[config.mk]
export PLATFORM = sky130hd
export DESIGN_NAME = grid_port_arbiter
export DESIGN_NICKNAME = d
export VERILOG_FILES = /design/src/rtl/grid_port_arbiter.sv
export SDC_FILE = /design/constraint.sdc
export NUM_CORES = 1
export LEC_CHECK = 0
export ABC_AREA = 1
export BUFFER_PORTS_ARGS = -buffer_cell sky130_fd_sc_hd__buf_2
export CAP_MARGIN = 20
export CORE_AREA = 2 2 112 114
export CTS_CLUSTER_DIAMETER = 100
export DETAILED_ROUTE_END_ITERATION = 6
export DIE_AREA = 0 0 114 116
export PLACE_DENSITY_LB_ADDON = 0.1
export REMOVE_ABC_BUFFERS = 1
export SLEW_MARGIN = 5
export SYNTH_ARGS = -nofsm -noshare
export SYNTH_HDL_FRONTEND = slang
export SYNTH_SLANG_ARGS = --single-unit
export TNS_END_PERCENT = 30
[constraint.sdc]
create_clock -name clk -period 3.1 [get_ports clk]
set_input_delay 0.62 -clock clk [delete_from_list [all_inputs] [get_ports clk]]
set_output_delay 0.62 -clock clk [all_outputs]
set_load 0.02 [all_outputs]
[src/rtl/grid_port_arbiter.sv]
`default_nettype none
// +----------------------------------------------------------------------------+
// | grid_port_arbiter: round-robin arbiter sharing one grid/position RAM port;  |
// | optional lock feature under GRID_ARB_LOCK_EN.  Revision 1.0                 |
// +----------------------------------------------------------------------------+
module grid_port_arbiter #(
  parameter int N_REQ    = 4,
  parameter int ADDR_W   = 8,
  parameter int DATA_W   = 32,
  parameter int LOCK_MAX = 16
) (
  input  logic                      clk,
  input  logic                      reset,
  input  logic [N_REQ-1:0]          req,
  input  logic [N_REQ-1:0]          we,
  input  logic [N_REQ*ADDR_W-1:0]   addr,
  input  logic [N_REQ*DATA_W-1:0]   wdata,
  input  logic [N_REQ-1:0]          lock,
  output logic [N_REQ-1:0]          gnt,
  output logic [N_REQ-1:0]          rvalid,
  output logic [DATA_W-1:0]         rdata,
  output logic                      lock_err,
  output logic                      mem_read,
  output logic                      mem_write,
  output logic [ADDR_W-1:0]         mem_addr,
  output logic [DATA_W-1:0]         mem_din,
  input  logic [DATA_W-1:0]         mem_dout
);

  localparam int PTR_W = $clog2(N_REQ);
  localparam int CNT_W = $clog2(LOCK_MAX + 1);

  function automatic logic [PTR_W-1:0] wrap_inc(input logic [PTR_W-1:0] k);
    return (k == PTR_W'(N_REQ - 1)) ? '0 : k + 1'b1;
  endfunction

  logic [PTR_W-1:0]  ptr, ptr_nxt;
  logic [PTR_W-1:0]  arb_idx, search_idx, sel_idx;
  logic              arb_hit, sel_vld, grant;
  logic [N_REQ-1:0]  rvalid_r;
  logic [ADDR_W-1:0] addr_hold;
  logic [DATA_W-1:0] din_hold;
  logic              lock_err_r;

  // First requester at or after ptr, wrapping around.
  always_comb begin
    arb_hit    = 1'b0;
    arb_idx    = '0;
    search_idx = ptr;
    for (int i = 0; i < N_REQ; i++) begin
      if (!arb_hit && req[search_idx]) begin
        arb_hit = 1'b1;
        arb_idx = search_idx;
      end
      search_idx = wrap_inc(search_idx);
    end
  end

`ifdef GRID_ARB_LOCK_EN
  typedef enum logic [0:0] {ARB = 1'b0, LOCKED = 1'b1} state_t;

  state_t            state, state_nxt;
  logic [PTR_W-1:0]  owner, owner_nxt;
  logic [CNT_W-1:0]  idle_cnt, idle_cnt_nxt;
  logic              lock_err_nxt;

  always_ff @(posedge clk) begin
    if (reset) begin
      state      <= ARB;
      owner      <= '0;
      idle_cnt   <= '0;
      lock_err_r <= 1'b0;
    end else begin
      state      <= state_nxt;
      owner      <= owner_nxt;
      idle_cnt   <= idle_cnt_nxt;
      lock_err_r <= lock_err_nxt;
    end
  end

  always_comb begin
    state_nxt    = state;
    owner_nxt    = owner;
    idle_cnt_nxt = idle_cnt;
    lock_err_nxt = lock_err_r;
    ptr_nxt      = ptr;
    sel_idx      = arb_idx;
    sel_vld      = arb_hit;
    case (state)
      ARB: begin
        if (arb_hit) begin
          if (lock[arb_idx]) begin
            state_nxt    = LOCKED;
            owner_nxt    = arb_idx;
            idle_cnt_nxt = '0;
          end else begin
            ptr_nxt = wrap_inc(arb_idx);
          end
        end
      end
      LOCKED: begin
        sel_idx = owner;
        sel_vld = req[owner];
        if (req[owner]) begin
          if (lock[owner]) begin
            idle_cnt_nxt = '0;
          end else begin
            state_nxt = ARB;
            ptr_nxt   = wrap_inc(owner);
          end
        end else if (idle_cnt == CNT_W'(LOCK_MAX)) begin
          // Owner went quiet too long: forcibly release and flag it.
          state_nxt    = ARB;
          lock_err_nxt = 1'b1;
          ptr_nxt      = wrap_inc(owner);
        end else begin
          idle_cnt_nxt = idle_cnt + 1'b1;
        end
      end
      default: state_nxt = ARB;
    endcase
  end
`else
  logic unused_lock;
  assign unused_lock = ^lock;
  assign lock_err_r  = 1'b0;

  always_comb begin
    sel_idx = arb_idx;
    sel_vld = arb_hit;
    ptr_nxt = arb_hit ? wrap_inc(arb_idx) : ptr;
  end
`endif

  assign gnt       = (sel_vld && !reset) ? ({{(N_REQ-1){1'b0}}, 1'b1} << sel_idx) : '0;
  assign grant     = |gnt;
  assign mem_read  = grant & ~we[sel_idx];
  assign mem_write = grant &  we[sel_idx];

  // Address/data hold their last granted values between grants.
  always_comb begin
    mem_addr = addr_hold;
    mem_din  = din_hold;
    if (reset) begin
      mem_addr = '0;
      mem_din  = '0;
    end else if (grant) begin
      mem_addr = addr[int'(sel_idx)*ADDR_W +: ADDR_W];
      mem_din  = wdata[int'(sel_idx)*DATA_W +: DATA_W];
    end
  end

  always_ff @(posedge clk) begin
    if (reset) begin
      ptr       <= '0;
      rvalid_r  <= '0;
      addr_hold <= '0;
      din_hold  <= '0;
    end else begin
      ptr      <= ptr_nxt;
      rvalid_r <= mem_read ? gnt : '0;
      if (grant) begin
        addr_hold <= mem_addr;
        din_hold  <= mem_din;
      end
    end
  end

  // RAM returns data the cycle after the read, alongside rvalid.
  assign rvalid   = reset ? '0 : rvalid_r;
  assign rdata    = (|rvalid) ? mem_dout : '0;
  assign lock_err = lock_err_r & ~reset;

endmodule
`default_nettype wire
Word level (Yosys, flattened, before mapping) --
Index checks and enable logic that the tools add are counted.
Word-level totals: flip-flop bits (word level) 46, output and inout bits 83, logic and storage cells 64
Operators by class: $add $sub $neg 4, magnitude comparators 5, equal/unequal tests 4, shifts and indexed selects 3, muxes and demuxes 29, bitwise operators 4, reduce and logical (&&, ||, !) cells 11
Operators with widths (count):
- $shiftx A128 B8 Y32 | 1
- $mux W32 | 3
- $shiftx A32 B6 Y8 | 1
- $mux W2 | 8
- $mux W8 | 2
- $lt A2 B3 Y1 const B | 5
- $bmux W1 S2 | 5
- $mux W1 | 9
- $add A2 B1 Y2 const B | 4
- $eq A2 B2 Y1 const B | 4
- $mux W4 | 2
- $reduce_or A4 Y1 | 2
- $logic_and A1 B1 Y1 | 4
- $logic_not A1 Y1 | 4
- $shl A1 B2 Y4 const A | 1
- $and A1 B1 Y1 | 2
- $not A1 Y1 | 2
- $reduce_or A2 Y1 | 1

Depth between registers and ports, before layout --
depth in word-level cells 18, gate-level depth with buffers 20, depth with buffers taken out 18

Least setup slack after synthesis --
Ideal clock, no wire load.
path type register to output, start point register ptr[0], end point output port mem_din[4], arrival time 2.348 ns, required time 2.480 ns, slack 0.132 ns, cell stages (with the launch flop) 14, buffers on the path 2, cell sequence dfxtp_1 > ha_1 > inv_1 > nor3_1 > inv_1 > nand2_2 > inv_2 > nand3_4 > nand3_2 > buf_6 > buf_6 > nand3b_1 > nand3_1 > o21ai_0
On the way: cells in the longest elaborated chain, start to end 17, elaborated cells between the ends (all ways) 38, classes of those cells 3 x add/sub; 3 x eq/ne; 2 x shift; 22 x mux; 8 x reduce/logical
RTL lines:
- from (decl) | RTL line 37 | logic [PTR_W-1:0] ptr, ptr_nxt;
- from (signal assigned) | RTL line 160 | ptr <= ptr_nxt;
- branches (longest 15 deep; another with $add A2 B1 Y2)
- $mux W32 * | RTL line 147 | end else if (grant) begin
- $mux W32 * | RTL line 144 | if (reset) begin
- to (decl) | RTL line 26 | output logic [DATA_W-1:0] mem_din,
Every way passes the cells marked *. The select of a mux whose other input is x is not followed.

Worst setup path after layout --
start point register ptr[0], end point output port mem_addr[6]
On the way: cells in the longest elaborated chain, start to end 17, elaborated cells between the ends (all ways) 38, classes of those cells 3 x add/sub; 3 x eq/ne; 2 x shift; 22 x mux; 8 x reduce/logical
RTL lines:
- branches (longest 15 deep; another with $add A2 B1 Y2)
- $mux W8 * | RTL line 147
- $mux W8 * | RTL line 144
- to (decl) | RTL line 25 | output logic [ADDR_W-1:0] mem_addr,
Marked as above.

==> out/results.tsv <==
stage	metric	value	unit
placed_design	finalWeightedCongestion	0.822	
critical_path	cp-end-kind	primary output	
die	core.rowCount	40	
logic_synthesis	netlist.area_leader.share	28.3	%
timing	period_share	105	%
layout	seqCellArea	923	µm²
placed_design	portBuffers	283	
clock_tree	ctsHoldBuffers	0	
layout	nets	1503	
clock_tree	h-tree-depth	2	
layout	area_growth	50.9	%
power	power.leakage	5.13	nW
logic_synthesis	netlist_area	5070	µm²
critical_path	max_stage_delay	340	ps
clock_tree	clk_path_buf_depth	2	
layout	final_common_cell	nand2_1	
placed_design	dp_hpwl	12800	µm
logic_synthesis	synthCells	985	
run_status	status	complete, but fails checks	
timing	skew	2.93	ps
critical_path	arrival	2640	ps
run_status	failed_checks	negative setup slack	
clock_tree	cts_root_buf	clkbuf_16	
die	coreArea	11900	µm²
critical_path	cp_common_cell	nand2_1	
global_routing	grt_max_degree	42	
timing	holdWs	488	ps
global_routing	grt_pass1_wl	26800	µm
routing	wl	17600	µm
timing	min_period	3260	ps
die	initial_core_util	42.5	%
logic_synthesis	ys_seq_area_share	18.2	%
routing	wl_per_cell	12.2	µm
power	power_density	1540	nW/µm²
logic_synthesis	yosys-top-cells-area	nand2_1, dfxtp_1, inv_1	
power	vdd_ir_drop_max	855	µV
timing	setup_viol	44	
critical_path	cpLargestDelayFamily	simple AND/OR/NAND/NOR gates	
critical_path	cp_cell_sequence	ha_4, nor2_4, nand2_1, nand3_2, nand2_4, nor2_8, nand4_4, nand3_4, buf_12, clkbuf_16, nand2_1, nand2_1, nand2_1, nand2_1, nand2_1, nand2_1, nor2_1, buf_4	
routing	drc	0	
layout	n_fill_cell	1238	
die	pin_count	289	
timing	hold_violations	0	
critical_path	cp-start-kind	register	
critical_path	path_max_fanout	13	
global_routing	overflow	0	
timing	slew_viol_final	0	
timing	rsz0062_at_grt	yes	
layout	drive_above_1_share	38.2	%
critical_path	path_class	register to primary output	
die	die-area	13200	µm²
logic_synthesis	yosysTopAreaCell	nand2_1	
routing	viasPerCell	4.58	
logic_synthesis	yosysWarnings	0	
timing	clock.fmax	306	MHz
timing	fin_ws	-163	ps
layout	design_area	7640	µm²
power	power	11.8	mW
routing	dr_total_vias	6617	
routing	drt_iter0_drc	224	
die	fp.dieH	116	µm
global_routing	globalRouteTotalUtil	25.2	%
critical_path	critPathRequiredTime	2480	ps
routing	detail-route-antenna-nets	0	
hold_path	min_path_type	register to register	
clock_tree	cts_sinks	46	
placed_design	placed_cell_area	6920	µm²
run	maxCapViolCount	0	
clock_tree	cts_made_buffers	5	
critical_path	crit_buf_inv	3	
logic_synthesis	synth-seq-cells	46	
critical_path	cpMaxStageDelayCell	dfxtp_2	
placed_design	place_ws	-22.3	ps
logic_synthesis	avgSynthCellArea	5.14	µm²
clock_tree	worstSkewPairLatency	300	ps
layout	mostFrequentLayoutCells	nand2_1, buf_2, inv_1, nor2_1, buf_4	
clock_tree	clk_pin_slew	60	ps
die	die_x	114	µm
clock_tree	cts_tree	built	
logic_synthesis	synthDistinctLibCells	30	
layout	multi_input_comb_area	3190	µm²
timing	finalSetupTns	-4690	ps
global_routing	grt_pass1_vias	5842	
global_routing	antenna_found_initial	1	
routing	firstDrtPassIters	4	
## cell type report
class	count	share of cell area [%]
multi-input cells	666	41.7
repair buffers	362	31.1
flip-flops and latches	46	12.1
inverters	215	10.6
well taps	147	2.41
clock buffers	7	1.73
clock inverters	1	0.393
diodes	1	0.0327
## routing by layer
metal,wire (µm),track usage (%),up-vias
li1,-,-,3471
met4,603,10.0,0
met1,6920,27.6,2874
met2,8880,46.9,235
met3,1190,6.01,37
met5,0,0,-
## worst register-to-register path, cell delays in order, from the launching register on
cell and delay [ps]:
dfxtp_2 340, ha_4 170, nor2_4 170, nand2_1 90, nand3_2 110, nand2_4 90, nor2_8 150, nand4_4 140
nand3_4 170, buf_12 170, clkbuf_16 170, nand2_1 50, nand2_1 50, nand2_1 50, nand2_1 70, nand2_1 50
nand2_1 70, buf_4 100, buf_4 90, nor2_1 30
## cells by family after synthesis
logic type / Yosys count / synth area share [%]
other: 1 / 0.0740
AOI/OAI and AO/OA: 7 / 0.741
adders and majority gates: 1 / 0.247
DFF: 46 / 18.2
and+or+nand+nor: 657 / 58.3
buffers and inverters: 273 / 22.5
## cells in the mapped netlist (all sizes together)
master and instances:
a211oi 1, buf 39, clkbuf 19, conb 1, dfxtp 46, ha 1, inv 215, nand2 390
nand3 52, nand3b 4, nand4 39, nor2 132, nor3 1, nor4 1, o21ai 6, or2 38
## report_power, final
group	leakage, nW	switching (mW)	internal [mW]
Clock	0.0781	0.234	0.382
Combinational	4.67	5.73	4.51
Sequential	0.383	0.0643	0.883
Total	5.13	6.03	5.78
## timing repair
item	4_1_cts	5_1_grt
endpoints found under the setup margin	46	46
gates resized for setup	45	62
gates cloned	2	3
pin swaps	4	20
buffers inserted	6	8
## flip-flops by register name, indices dropped and copies added (netlist names)
| name | count |
|---|---|
| addr_hold | 8 |
| din_hold | 32 |
| ptr | 2 |
| rvalid_r | 4 |
## through the flow
stage | std cells | utilization, %
floorplan | 927 | -
finish | 1445 | 64.2
global route | 1445 | 64.2
CTS | 1434 | 61.5
global placement | 1418 | 58.1
detailed placement | 1418 | 58.1
## worst paths after layout
| check | startpoint | to | slack [ps] | cells after the start |
|---|---|---|---|---|
| min reg2reg | din_hold[2] | din_hold[2] | 490 | 2 |
| max reg2reg | ptr[0] | addr_hold[2] | 660 | 19 |
| max | ptr[0] | mem_addr[6] | -160 | 18 |
| min | din_hold[2] | din_hold[2] | 490 | 2 |
(Power assumes the default switching activity.)
